File: src/rtl/pipe_ctrl_pkg.sv
// Shared types and constants for the pipeline stall/flush sequencer and the
// pipeline registers it drives.
package pipe_ctrl_pkg;

  typedef enum logic [1:0] {
    RUN      = 2'd0,
    MEM_WAIT = 2'd1,
    HALT     = 2'd2
  } state_t;

  typedef struct packed {
    logic pc_write;
    logic if_id_write;
    logic id_ex_write;
    logic ex_mem_write;
    logic mem_wb_write;
    logic if_id_flush;
    logic id_ex_flush;
    logic ex_mem_flush;
  } ctrl_t;

  // Instruction word a flushed pipeline register loads (addi x0, x0, 0)
  localparam logic [31:0] NOP_INSTR = 32'h0000_0013;

  localparam ctrl_t CTRL_FREEZE = '{default: 1'b0};
  localparam ctrl_t CTRL_RUN    = '{pc_write: 1'b1, if_id_write: 1'b1, id_ex_write: 1'b1,
                                    ex_mem_write: 1'b1, mem_wb_write: 1'b1,
                                    if_id_flush: 1'b0, id_ex_flush: 1'b0, ex_mem_flush: 1'b0};
  localparam ctrl_t CTRL_BRANCH = '{pc_write: 1'b1, if_id_write: 1'b1, id_ex_write: 1'b1,
                                    ex_mem_write: 1'b1, mem_wb_write: 1'b1,
                                    if_id_flush: 1'b1, id_ex_flush: 1'b1, ex_mem_flush: 1'b1};
  localparam ctrl_t CTRL_HAZARD = '{pc_write: 1'b0, if_id_write: 1'b0, id_ex_write: 1'b1,
                                    ex_mem_write: 1'b1, mem_wb_write: 1'b1,
                                    if_id_flush: 1'b0, id_ex_flush: 1'b1, ex_mem_flush: 1'b0};
  localparam ctrl_t CTRL_IMEM   = '{pc_write: 1'b0, if_id_write: 1'b1, id_ex_write: 1'b1,
                                    ex_mem_write: 1'b1, mem_wb_write: 1'b1,
                                    if_id_flush: 1'b1, id_ex_flush: 1'b0, ex_mem_flush: 1'b0};

endpackage

File: src/rtl/sat_counter.sv
// Saturating up-counter with synchronous clear; clear wins over increment.
module sat_counter #(
  parameter int W = 32
) (
  input  logic         clk,
  input  logic         clr,
  input  logic         inc,
  output logic [W-1:0] count
);

  always_ff @(posedge clk) begin
    if (clr) begin
      count <= '0;
    end else if (inc && (count != {W{1'b1}})) begin
      count <= count + 1'b1;
    end
  end

endmodule

File: src/rtl/pipeline_stall_ctrl.sv
// Central stall/flush sequencer: arbitrates memory waits, taken branches and
// load-use hazards into pipeline-register write enables and flushes.
module pipeline_stall_ctrl
  import pipe_ctrl_pkg::*;
#(
  parameter int CNT_W       = 32,
  parameter int MEM_TIMEOUT = 64
) (
  input  logic             clk,
  input  logic             rst,
  input  logic             hazard_detected,
  input  logic             branch_taken,
  input  logic             dmem_busy,
  input  logic             imem_busy,
  input  logic             cnt_clr,
  output logic             pc_write,
  output logic             if_id_write,
  output logic             id_ex_write,
  output logic             ex_mem_write,
  output logic             mem_wb_write,
  output logic             if_id_flush,
  output logic             id_ex_flush,
  output logic             ex_mem_flush,
  output logic [CNT_W-1:0] stall_cycles,
  output logic [CNT_W-1:0] flush_count,
  output logic             timeout_err,
  output state_t           state
);

  localparam int WAIT_W = (MEM_TIMEOUT > 1) ? $clog2(MEM_TIMEOUT) : 1;
  // wait_cnt counts busy cycles spent in MEM_WAIT; the MEM_TIMEOUT-th one halts
  localparam logic [WAIT_W-1:0] WAIT_LAST = WAIT_W'(MEM_TIMEOUT - 1);

  state_t            state_n;
  logic [WAIT_W-1:0] wait_cnt, wait_cnt_n;
  logic              timeout_err_n;
  ctrl_t             ctrl;
  logic              branch_row;

  always_ff @(posedge clk) begin
    if (rst) begin
      state       <= RUN;
      wait_cnt    <= '0;
      timeout_err <= 1'b0;
    end else begin
      state       <= state_n;
      wait_cnt    <= wait_cnt_n;
      timeout_err <= timeout_err_n;
    end
  end

  always_comb begin
    state_n       = state;
    wait_cnt_n    = wait_cnt;
    timeout_err_n = timeout_err;
    case (state)
      RUN: begin
        wait_cnt_n = '0;
        if (dmem_busy) state_n = MEM_WAIT;
      end
      MEM_WAIT: begin
        if (!dmem_busy) begin
          state_n    = RUN;
          wait_cnt_n = '0;
        end else if (wait_cnt == WAIT_LAST) begin
          state_n       = HALT;
          timeout_err_n = 1'b1;
        end else begin
          wait_cnt_n = wait_cnt + 1'b1;
        end
      end
      HALT:    state_n = HALT;
      default: state_n = RUN;
    endcase
  end

  // Mealy control: registered state plus this cycle's requests, no added latency
  always_comb begin
    ctrl       = CTRL_FREEZE;
    branch_row = 1'b0;
    if (!rst && (state != HALT)) begin
      if (dmem_busy) begin
        ctrl = CTRL_FREEZE;
      end else if (branch_taken) begin
        ctrl       = CTRL_BRANCH;
        branch_row = 1'b1;
      end else if (hazard_detected) begin
        ctrl = CTRL_HAZARD;
      end else if (imem_busy) begin
        ctrl = CTRL_IMEM;
      end else begin
        ctrl = CTRL_RUN;
      end
    end
  end

  assign pc_write     = ctrl.pc_write;
  assign if_id_write  = ctrl.if_id_write;
  assign id_ex_write  = ctrl.id_ex_write;
  assign ex_mem_write = ctrl.ex_mem_write;
  assign mem_wb_write = ctrl.mem_wb_write;
  assign if_id_flush  = ctrl.if_id_flush;
  assign id_ex_flush  = ctrl.id_ex_flush;
  assign ex_mem_flush = ctrl.ex_mem_flush;

  logic cnt_zero;
  logic stall_inc;

  assign cnt_zero  = rst | cnt_clr;
  assign stall_inc = !ctrl.pc_write && (state != HALT);

  sat_counter #(.W(CNT_W)) u_stall_cnt (
    .clk   (clk),
    .clr   (cnt_zero),
    .inc   (stall_inc),
    .count (stall_cycles)
  );

  sat_counter #(.W(CNT_W)) u_flush_cnt (
    .clk   (clk),
    .clr   (cnt_zero),
    .inc   (branch_row),
    .count (flush_count)
  );

endmodule
File: config.mk
export PLATFORM = sky130hd
export DESIGN_NAME = pipeline_stall_ctrl
export DESIGN_NICKNAME = d
export VERILOG_FILES = /design/src/rtl/pipe_ctrl_pkg.sv /design/src/rtl/sat_counter.sv /design/src/rtl/pipeline_stall_ctrl.sv
export SDC_FILE = /design/constraint.sdc
export NUM_CORES = 1
export LEC_CHECK = 0
export BUFFER_PORTS_ARGS = -buffer_cell sky130_fd_sc_hd__buf_2
export CORE_ASPECT_RATIO = 0.8
export CORE_MARGIN = 3
export CORE_UTILIZATION = 45
export CTS_CLUSTER_DIAMETER = 30
export CTS_CLUSTER_SIZE = 40
export DETAILED_ROUTE_END_ITERATION = 16
export GPL_TIMING_DRIVEN = 0
export PLACE_DENSITY = 0.8
export SYNTH_ARGS = -nofsm -noshare
export SYNTH_HDL_FRONTEND = slang
export SYNTH_HIERARCHICAL = 1
export SYNTH_SLANG_ARGS = --single-unit
File: constraint.sdc
create_clock -name clk -period 2.9 [get_ports clk]
set_input_delay 0.435 -clock clk [delete_from_list [all_inputs] [get_ports clk]]
set_output_delay 0.435 -clock clk [all_outputs]
set_load 0.01 [all_outputs]
==> Word-level counts from Yosys, hierarchy flattened <==
Cells that the tools add are included.
{ "totals": {"register_bits": 73} }
{ "op_classes": {"mux": 15, "n_addsub": 3, "n_eq_ne": 9, "n_reduce_logical": 11, "n_bitwise": 1} }
{ "ops": {"columns": ["cell", "n"], "rows": [
  ["32-bit by 1-bit adder with 32-bit output, second input constant", 2],
  ["32-bit != test, second input constant", 2],
  ["8-bit 2-to-1 mux", 5],
  ["6-bit 2-to-1 mux", 2],
  ["6-bit one-hot mux with 2 select lines", 1],
  ["6-bit by 1-bit adder with 6-bit output, second input constant", 1],
  ["6-bit == test, second input constant", 1],
  ["2-bit 2-to-1 mux", 3],
  ["3-bit != test, second input constant", 2],
  ["2-bit one-hot mux with 3 select lines", 1],
  ["1-bit logical AND", 4],
  ["2-bit != test, second input constant", 2],
  ["2-bit AND reduction", 2],
  ["1-bit 2-to-1 mux", 3],
  ["3-bit AND reduction", 1],
  ["2-bit by 1-bit == test with 1-bit output, second input constant", 1],
  ["2-bit == test, second input constant", 1],
  ["1-bit zero test", 2],
  ["2-bit zero test", 1],
  ["2-bit nonzero test", 1],
  ["1-bit bitwise OR", 1]
]} }

==> Longest topological paths before layout <==
Gate-level depths: netlist of run 1.
{ "depth": {"ltp_word": 8, "mapped_depth": 8, "depth_no_buf": 8} }

==> Cells and area by module <==
The synthesis of run 1 kept the hierarchy.
{ "by_module_without_submodules": {"columns": ["module", "cells_each", "area_per_inst_um2", "n_inst", "seq_area_each_um2"], "rows": [
  ["sat_counter", 199, 1674.1, 2, 640.6],
  ["pipeline_stall_ctrl", 69, 595.6, 1, 180.2]
]} }

==> Worst setup path after synthesis of run 1 <==
Ideal clock, no wire load.
{ "synth_path": {"path_type": "input-to-reg", "from": "in rst", "to": "reg u_flush_cnt.count[31]", "path_stages": 7, "slack_ns": -0.212, "arrival_time_ns": 2.991, "n_path_buf": 1, "cell_sequence": "buf_6 nor4_1 nand4_1 nor4_2 nand4_1 nor4_1 mux2_2"} }
{ "synth_via": {"elab_chain_len": 4, "word_cells_on_any_way": 5} }
{ "synth_lines": {"columns": ["element", "line", "rtl"], "rows": [
  ["from (decl)", "pipeline_stall_ctrl.sv:10", "input logic rst,"],
  ["1-bit zero test", "pipeline_stall_ctrl.sv:81", "if (!rst && (state != HALT)) begin"],
  ["1-bit logical AND", "pipeline_stall_ctrl.sv:81", null],
  ["1-bit 2-to-1 mux", "pipeline_stall_ctrl.sv:81", null],
  ["1-bit logical AND", "sat_counter.sv:14", "end else if (inc && (count != {W{1'b1}})) begin"],
  ["to (signal assigned)", "sat_counter.sv:15", "count <= count + 1'b1;"],
  ["to (decl)", "sat_counter.sv:8", "output logic [W-1:0] count"]
]} }
Several ways; a longest one is shown, not always the timed one.
A chain may end at the register's enable or synchronous reset.

==> Final worst setup path of run 1 <==
{ "layout_path": {"from": "reg state[1]", "to": "reg u_flush_cnt.count[31]"} }
{ "layout_via": {"elab_chain_len": 4} }
{ "layout_lines": {"columns": ["element", "line", "rtl"], "rows": [
  ["from (decl)", "pipeline_stall_ctrl.sv:27", "output state_t state"],
  ["from (signal assigned)", "pipeline_stall_ctrl.sv:46", "state <= state_n;"],
  ["2-bit != test", "pipeline_stall_ctrl.sv:81", null],
  ["1-bit logical AND", "pipeline_stall_ctrl.sv:81", null],
  ["1-bit 2-to-1 mux", "pipeline_stall_ctrl.sv:81", null],
  ["1-bit logical AND", "sat_counter.sv:14", null]
]} }
Every way passes these cells.

==> results of run 1 <==
-- repair_timing --
action / 4_1_cts / 5_1_grt
endpoints found under the setup margin: 12 / 6
resized for setup: 3 / 2
setup buffers: 4 / 0
hold buffers: 0 / 0
pin swaps: 2 / 0
-- metal layers --
metal / track usage, % / vias to the layer above / wire length, um
met3: 4.43 / 18 / 885
li1: - / 2001 / -
met1: 30.4 / 1967 / 5040
met5: 0 / - / 0
met4: 6.26 / 0 / 160
met2: 33.9 / 197 / 5050
-- state kept, by name, summed over array words and instances, names as in the netlist --
register           flops
u_flush_cnt/count     32
timeout_err            1
state                  2
u_stall_cnt/count     32
wait_cnt               6
-- power groups by stage --
stage	logic, W	registers (W)	clock network (W)
2_1_floorplan	0.0000463	0.00103	0
3_3_place_gp	0.0000728	0.00103	0
3_5_place_dp	0.0000748	0.00103	0
4_1_cts	0.0000755	0.00101	0.00105
5_1_grt	0.0000843	0.00101	0.00108
6_report	0.0000766	0.00101	0.00103
-- worst max-delay path by stage --
| stage | start | endpoint | slack, ns |
|---|---|---|---|
| 2_1_floorplan | rst | u_flush_cnt/count[31] | 0.14 |
| 3_3_place_gp | state[1] | u_stall_cnt/count[31] | -0.40 |
| 3_5_place_dp | state[1] | u_stall_cnt/count[31] | -0.42 |
| 4_1_cts | state[1] | u_stall_cnt/count[31] | 0.09 |
| 5_1_grt | state[1] | u_flush_cnt/count[31] | 0.001 |
| 6_report | state[1] | u_flush_cnt/count[31] | 0.23 |
-- kinds of logic (layout without fill, tap and decap cells) --
family / Yosys count / after routing / synth area share, %
adder cells (fa/ha/maj): 3 / 3 / 0.952
AND/OR/NAND/NOR: 215 / 215 / 32.9
XOR/XNOR: 14 / 14 / 3.11
AO/OA/AOI/OAI: 119 / 119 / 20.0
multiplexers: 6 / 6 / 1.65
buffers and inverters: 37 / 137 / 4.38
flip-flops: 73 / 73 / 37.1
-- worst max-delay path, delay by kind of cell, from the launching register on --
| family | cells | cell delay [ns] |
|---|---|---|
| AND/OR/NAND/NOR | 6 | 1.65 |
| multiplexers | 1 | 0.37 |
| flip-flops | 1 | 0.34 |
| buffers and inverters | 1 | 0.20 |
-- layout by cell type, fill, tap and decap left out, drive strengths merged, types with 3 or more instances in the layout --
| master | n |
|---|---|
| a2111oi | 4 |
| o221ai | 3 |
| nand2 | 24 |
| o21ai | 20 |
| o41ai | 3 |
| a31oi | 4 |
| and2 | 4 |
| or3 | 22 |
| nor3b | 4 |
| inv | 10 |
| nand4 | 22 |
| bufinv | 3 |
| nor2 | 30 |
| a211oi | 3 |
| nor4 | 11 |
| nor3 | 5 |
| and3 | 8 |
| and4 | 10 |
| a21oi | 48 |
| nor2b | 6 |
| xnor2 | 12 |
| dfxtp | 73 |
| mux2 | 4 |
| o31ai | 24 |
| ha | 3 |
| or2 | 3 |
| clkbuf | 28 |
| buf | 95 |
| nand3 | 34 |
| nand2b | 3 |
| or4 | 24 |
-- metrics by stage --
| stage | std cells | utilization (%) |
|---|---|---|
| floorplan | 467 | - |
| global placement | 655 | 54.5 |
| detailed placement | 655 | 54.5 |
| CTS | 675 | 58.3 |
| global route | 675 | 58.4 |
| finish | 675 | 58.4 |
-- layout make-up --
| cell class | instances | area [um2] |
|---|---|---|
| fill | 733 | 3430 |
| multi-input combinational | 357 | 2350 |
| sequential | 73 | 1460 |
| timing repair buffer | 84 | 430 |
| clock buffer | 12 | 165 |
| buffer | 27 | 135 |
| tap | 108 | 135 |
| clock inverter | 4 | 97.6 |
| inverter | 10 | 37.5 |
==> metrics.json, run 1 <==
{
  "worst_setup_hold_path_clk_slew": {"value": 0.07, "unit": "ns"},
  "placement.setup.worst_slack": {"value": -0.416, "unit": "ns"},
  "min_period_over_period": {"value": 92.1, "unit": "%"},
  "slew_violations": {"value": 0},
  "cts_buffers": {"value": 9},
  "synth_cell_types": {"value": 53},
  "timing.critical_path.required": {"value": 3.12, "unit": "ns"},
  "critPathKind": {"value": "reg2reg"},
  "reg2regPathDepth": {"value": 8},
  "first_global_vias": {"value": 3710},
  "die-area": {"value": 9930, "unit": "um2"},
  "proportion_of_power_drawn_by_combinational_gates": {"value": 3.6, "unit": "%"},
  "power_report.internal_total": {"value": 0.00168, "unit": "W"},
  "r2r_start": {"value": "state[1]"},
  "crit_path_launch_type": {"value": "flop"},
  "cts-root-to-sink-buffers": {"value": 2},
  "critical-path-slowest-cell": {"value": "sky130_fd_sc_hd__nor4_2"},
  "wire_per_inst": {"value": 16.5, "unit": "um"},
  "cells_along_the_critical_path": {"value": "nor2b_2, nor4_2, nand4_1, buf_4, nor4_4, nand4_1, nor4_1, mux2_2"},
  "dpl-instance-area": {"value": 4490, "unit": "um2"},
  "initial_core_utilization": {"value": 47.9, "unit": "%"},
  "leakagePower": {"value": 1.72, "unit": "nW"},
  "syn2layout_area_growth": {"value": 22.0, "unit": "%"},
  "grt_pass1_wl": {"value": 18300, "unit": "um"},
  "max_cap_violations": {"value": 0},
  "x_dimension_of_the_die": {"value": 111, "unit": "um"},
  "cts_root_buffer": {"value": "sky130_fd_sc_hd__clkbuf_8"},
  "min_delay_worst_endpoint": {"value": "wait_cnt[5]"},
  "clock-sinks": {"value": 73},
  "grt.overflow.total": {"value": 0},
  "worstSetupEndpointType": {"value": "flop"},
  "rows": {"value": 29},
  "switching_power": {"value": 0.000437, "unit": "W"},
  "hpwl": {"value": 8110, "unit": "um"},
  "p_sw_share": {"value": 20.7, "unit": "%"},
  "post_synth_inst_count": {"value": 467},
  "synth.cell_area": {"value": 3940, "unit": "um2"},
  "holdPathStages": {"value": 2},
  "gpl.final_weighted_congestion": {"value": 0.840},
  "stdcell_area": {"value": 4810, "unit": "um2"},
  "routed_wl": {"value": 11100, "unit": "um"},
  "synthesized_flop_and_latch_total": {"value": 73},
  "synth_area_leader_cell": {"value": "sky130_fd_sc_hd__dfxtp_1"},
  "timing.fmax": {"value": 375, "unit": "MHz"},
  "power_density": {"value": 439, "unit": "nW/um2"},
  "run_status": {"value": "completed"},
  "detailroute.via_count": {"value": 4183},
  "synth_nets": {"value": 477},
  "clkLatencyLatePin": {"value": 0.34, "unit": "ns"},
  "synthArstFlopShare": {"value": 0, "unit": "%"},
  "synth.area.top_cells": {"value": "sky130_fd_sc_hd__dfxtp_1 (37%), sky130_fd_sc_hd__a21oi_1 (6.1%), sky130_fd_sc_hd__o31ai_1 (4.6%)"},
  "hold-worst-slack": {"value": 0.322, "unit": "ns"},
  "port_buffers": {"value": 80},
  "seq_power_share": {"value": 47.8, "unit": "%"},
  "critical_path_s_most_frequent_cell": {"value": "sky130_fd_sc_hd__nand4_1"},
  "cts-htree-levels": {"value": 3},
  "antenna_found_initial": {"value": 0},
  "worst_ir_drop_vdd": {"value": 0.000244, "unit": "V"},
  "finalCriticalPeriod": {"value": 2.67, "unit": "ns"},
  "synth_edf_count": {"value": 0},
  "yosys_warnings": {"value": 6},
  "setup_slack_of_the_critical_path_after_layout": {"value": 0.230, "unit": "ns"},
  "critPathMaxStageDelay": {"value": 0.50, "unit": "ns"},
  "cts_tree": {"value": "done"},
  "grt_start_max_net_pins": {"value": 13},
  "hold_path.startpoint": {"value": "rst"},
  "setup_repair_after_global_routing_missed_its_margin": {"value": "false"},
  "detail_route.drc_violations": {"value": 0},
  "post_drt_via_cell_ratio": {"value": 6.20},
  "synthMostInstantiatedCell": {"value": "sky130_fd_sc_hd__dfxtp_1"},
  "worst-r2r-setup-slack": {"value": 0.23, "unit": "ns"},
  "placeableCoreArea": {"value": 8240, "unit": "um2"},
  "netlist.area_leader.share": {"value": 37.1, "unit": "%"},
  "diodes": {"value": 0},
  "rr_endpoint": {"value": "u_flush_cnt/count[31]"},
  "dr.first_iter.drc_count": {"value": 362},
  "layout.nets": {"value": 572},
  "final.setup_skew": {"value": 0.0155, "unit": "ns"},
  "power": {"value": 0.00211, "unit": "W"},
  "power_frac_clock": {"value": 48.6, "unit": "%"},
  "critPathMaxFanout": {"value": 6},
  "maxSlewHeadroom": {"value": 55.0, "unit": "%"},
  "die_height": {"value": 89.7, "unit": "um"},
  "synth-seq-area-share": {"value": 37.1, "unit": "%"},
  "final_hold_violation_count": {"value": 0},
  "num_io_pins": {"value": 82},
  "final-setup-viol-count": {"value": 0},
  "synth_top_cells_by_count": {"value": "sky130_fd_sc_hd__dfxtp_1 (73), sky130_fd_sc_hd__a21oi_1 (48), sky130_fd_sc_hd__nand3_1 (31), sky130_fd_sc_hd__nor2_1 (30)"},
  "cp_data_arrival_time": {"value": 2.89, "unit": "ns"},
  "grtUsageTotal": {"value": 21.7, "unit": "%"},
  "final_antenna_net_count": {"value": 0},
  "min_path_type": {"value": "in2reg"},
  "timing.setup.tns": {"value": 0, "unit": "ns"},
  "worst-slew-pin-transition": {"value": 0.669, "unit": "ns"},
  "ys_dominant_reg_cell": {"value": "sky130_fd_sc_hd__dfxtp_1"},
  "syn-mean-instance-area": {"value": 8.44, "unit": "um2"},
  "drtPass1Iterations": {"value": 5},
  "drive_above_1_share": {"value": 24.2, "unit": "%"}
}
No activity file was read; power rests on OpenSTA's default activity.
==> inputs of run 2 (changes only) <==
--- a/config.mk
+++ b/config.mk
@@ -6,14 +6,16 @@
 export NUM_CORES = 1
 export LEC_CHECK = 0
 export BUFFER_PORTS_ARGS = -buffer_cell sky130_fd_sc_hd__buf_2
+export CELL_PAD_IN_SITES_DETAIL_PLACEMENT = 1
+export CELL_PAD_IN_SITES_GLOBAL_PLACEMENT = 1
 export CORE_ASPECT_RATIO = 0.8
 export CORE_MARGIN = 3
-export CORE_UTILIZATION = 45
+export CORE_UTILIZATION = 37
 export CTS_CLUSTER_DIAMETER = 30
 export CTS_CLUSTER_SIZE = 40
 export DETAILED_ROUTE_END_ITERATION = 16
 export GPL_TIMING_DRIVEN = 0
-export PLACE_DENSITY = 0.8
+export PLACE_DENSITY = 0.87
 export SYNTH_ARGS = -nofsm -noshare
 export SYNTH_HDL_FRONTEND = slang
 export SYNTH_HIERARCHICAL = 1
==> constraint.sdc (replaced) <==
create_clock -name clk -period 2.9 [get_ports clk]
set_input_delay 0.435 -clock clk [delete_from_list [all_inputs] [get_ports clk]]
set_output_delay 0.435 -clock clk [all_outputs]
set_load 0.05 [all_outputs]
==> metrics.json, run 2 (synthesis results as in run 1) <==
{
  "mostFrequentLayoutCell": {"value": "sky130_fd_sc_hd__buf_2"},
  "x_dimension_of_the_die": {"value": 121, "unit": "um"},
  "die-area": {"value": 11900, "unit": "um2"},
  "cells_along_the_critical_path": {"value": "nand3_1, or3_1, clkbuf_1, nor4_1, buf_2, buf_2, o21ai_0, a21oi_1"},
  "multiInputGateArea": {"value": 2350, "unit": "um2"},
  "worstPathBufferInverterCount": {"value": 3},
  "cts-htree-levels": {"value": 3},
  "grt_pass1_wl": {"value": 22600, "unit": "um"},
  "min_period_over_period": {"value": 93.6, "unit": "%"},
  "gpl.final_weighted_congestion": {"value": 0.854},
  "setup_repair_after_global_routing_missed_its_margin": {"value": "false"},
  "critical-path-slowest-cell": {"value": "sky130_fd_sc_hd__dfxtp_1"},
  "max_cap_violations": {"value": 0},
  "syn2layout_area_growth": {"value": 25.3, "unit": "%"},
  "post_drt_via_cell_ratio": {"value": 6.00},
  "hold_path.startpoint": {"value": "rst"},
  "stdcell_area": {"value": 4940, "unit": "um2"},
  "crit_path_launch_type": {"value": "flop"},
  "setup_slack_of_the_critical_path_after_layout": {"value": 0.186, "unit": "ns"},
  "clkLatencyLatePin": {"value": 0.34, "unit": "ns"},
  "placement.setup.worst_slack": {"value": -0.550, "unit": "ns"},
  "fin_util": {"value": 47.9, "unit": "%"},
  "critical_path_depth": {"value": 8},
  "timing.critical_path.required": {"value": 3.17, "unit": "ns"},
  "dr.first_iter.drc_count": {"value": 236},
  "nFillCells": {"value": 1281},
  "worstSetupEndpointType": {"value": "flop"},
  "worst-slew-pin-transition": {"value": 0.687, "unit": "ns"},
  "run_status": {"value": "completed"},
  "leakagePower": {"value": 1.77, "unit": "nW"},
  "slew_violations": {"value": 0},
  "placeableCoreArea": {"value": 10300, "unit": "um2"},
  "final_antenna_net_count": {"value": 0},
  "critPathMaxFanout": {"value": 10},
  "r2r_start": {"value": "u_stall_cnt/count[13]"},
  "holdPathStages": {"value": 2},
  "grtUsageTotal": {"value": 23.5, "unit": "%"},
  "grt.overflow.total": {"value": 0},
  "antenna_found_initial": {"value": 0},
  "critPathMaxStageDelay": {"value": 0.44, "unit": "ns"},
  "cts_buffers": {"value": 9},
  "wire_per_inst": {"value": 19.2, "unit": "um"},
  "port_buffers": {"value": 80},
  "grt_start_max_net_pins": {"value": 13},
  "rows": {"value": 33},
  "drtPass1Iterations": {"value": 4},
  "critical_path_s_most_frequent_cell": {"value": "sky130_fd_sc_hd__buf_2"},
  "dpl-instance-area": {"value": 4560, "unit": "um2"},
  "worst_setup_hold_path_clk_slew": {"value": 0.06, "unit": "ns"},
  "reg_top3": {"value": "u_flush_cnt/count (32), u_stall_cnt/count (32), wait_cnt (6)"},
  "power_density": {"value": 483, "unit": "nW/um2"},
  "cp_top_family": {"value": "simple AND/OR/NAND/NOR gates"},
  "worst_ir_drop_vdd": {"value": 0.000277, "unit": "V"},
  "maxSlewHeadroom": {"value": 53.8, "unit": "%"},
  "min_path_type": {"value": "in2reg"},
  "cts_root_buffer": {"value": "sky130_fd_sc_hd__clkbuf_16"},
  "timing.setup.tns": {"value": 0, "unit": "ns"},
  "cts_tree": {"value": "done"},
  "final-setup-viol-count": {"value": 0},
  "cts-root-to-sink-buffers": {"value": 2},
  "hpwl": {"value": 9840, "unit": "um"},
  "final.setup_skew": {"value": 0.00663, "unit": "ns"},
  "reg2regPathDepth": {"value": 8},
  "finalCriticalPeriod": {"value": 2.71, "unit": "ns"},
  "cp_data_arrival_time": {"value": 2.98, "unit": "ns"},
  "initial_core_utilization": {"value": 38.2, "unit": "%"},
  "cts_hold_repair.buffers": {"value": 0},
  "detail_route.drc_violations": {"value": 0},
  "final_hold_violation_count": {"value": 0},
  "detailroute.via_count": {"value": 4240},
  "layout.area.seq": {"value": 1470, "unit": "um2"},
  "rr_endpoint": {"value": "u_stall_cnt/count[19]"},
  "drive_above_1_share": {"value": 24.7, "unit": "%"},
  "clock-sinks": {"value": 73},
  "diodes": {"value": 0},
  "worst-r2r-setup-slack": {"value": 0.19, "unit": "ns"},
  "critPathKind": {"value": "reg2reg"},
  "first_global_vias": {"value": 4419},
  "layout.nets": {"value": 572},
  "num_io_pins": {"value": 82},
  "most_frequent_cells_in_the_layout": {"value": "sky130_fd_sc_hd__buf_2 (86), sky130_fd_sc_hd__dfxtp_1 (71), sky130_fd_sc_hd__a21oi_1 (47), sky130_fd_sc_hd__nand3_1 (31), sky130_fd_sc_hd__nor2_1 (30)"},
  "timing.fmax": {"value": 368, "unit": "MHz"},
  "min_delay_worst_endpoint": {"value": "state[1]"},
  "routed_wl": {"value": 13600, "unit": "um"},
  "die_height": {"value": 98.3, "unit": "um"}
}
==> run 2: cell types whose count changed in the layout (fill, tap and decap cells not counted), moves of 2 or more <==
cell                        change
sky130_fd_sc_hd__clkbuf_16     +10
sky130_fd_sc_hd__dfxtp_1        -2
sky130_fd_sc_hd__dfxtp_4        +2
sky130_fd_sc_hd__clkinv_2       +3
sky130_fd_sc_hd__clkbuf_8      -11
==> run 2: stage by stage <==
stage	total power [W]	cells	hold slack, ns
6_report	0.00239	707	0.334
5_1_grt	0.00246	707	0.337
4_1_cts	0.00241	707	0.335
3_5_place_dp	0.00114	687	0.458
3_3_place_gp	0.00113	687	0.434
2_1_floorplan	0.00110	467	0.479
==> run 2: final cells by class <==
class	instances	share of cell area (%)
plain buffers	27	2.76
clock buffers	11	5.34
clock inverters	5	1.52
inverters	10	0.760
multi-input cells	357	47.6
flip-flops and latches	73	29.7
well taps	140	3.55
repair buffers	84	8.71
==> run 2: worst max path at each step <==
stage	start	end	slack [ns]
2_1_floorplan	state[1]	u_flush_cnt/count[31]	-0.04
3_3_place_gp	branch_taken	u_stall_cnt/count[31]	-0.39
3_5_place_dp	branch_taken	u_stall_cnt/count[31]	-0.55
4_1_cts	state[1]	u_stall_cnt/count[31]	0.11
5_1_grt	u_flush_cnt/count[13]	u_flush_cnt/count[21]	0.006
6_report	u_stall_cnt/count[13]	u_stall_cnt/count[19]	0.19
==> run 2: worst reg2reg max path: cells and delay by family (launching register included) <==
kind,cells,cell delay (ns)
AOI/OAI and AO/OA,2,0.29
DFF,1,0.44
buffers and inverters,3,0.89
and+or+nand+nor,3,1.02
==> run 2: per-layer routing <==
| metal | part of all wire, % | routed length [um] | track usage (%) | vias up |
|---|---|---|---|---|
| met2 | 49 | 6630 | 39.2 | 111 |
| met4 | 1.8 | 239 | 8.18 | 0 |
| met3 | 6.2 | 842 | 5.39 | 25 |
| met1 | 43 | 5890 | 29.7 | 2115 |
| met5 | 0 | 0 | 0 | - |
| li1 | - | - | - | 1989 |
==> run 2: what timing repair did <==
item                                    in CTS  in global routing
pin swaps                                    2                  0
endpoints found under the setup margin       7                  3
resized for setup                            1                  3
setup buffers                                4                  0
==> run 2: power breakdown <==
part | internal (W) | switching (W)
clock network | 0.000825 | 0.000447
logic | 0.0000278 | 0.0000769
registers | 0.00100 | 0.00000479
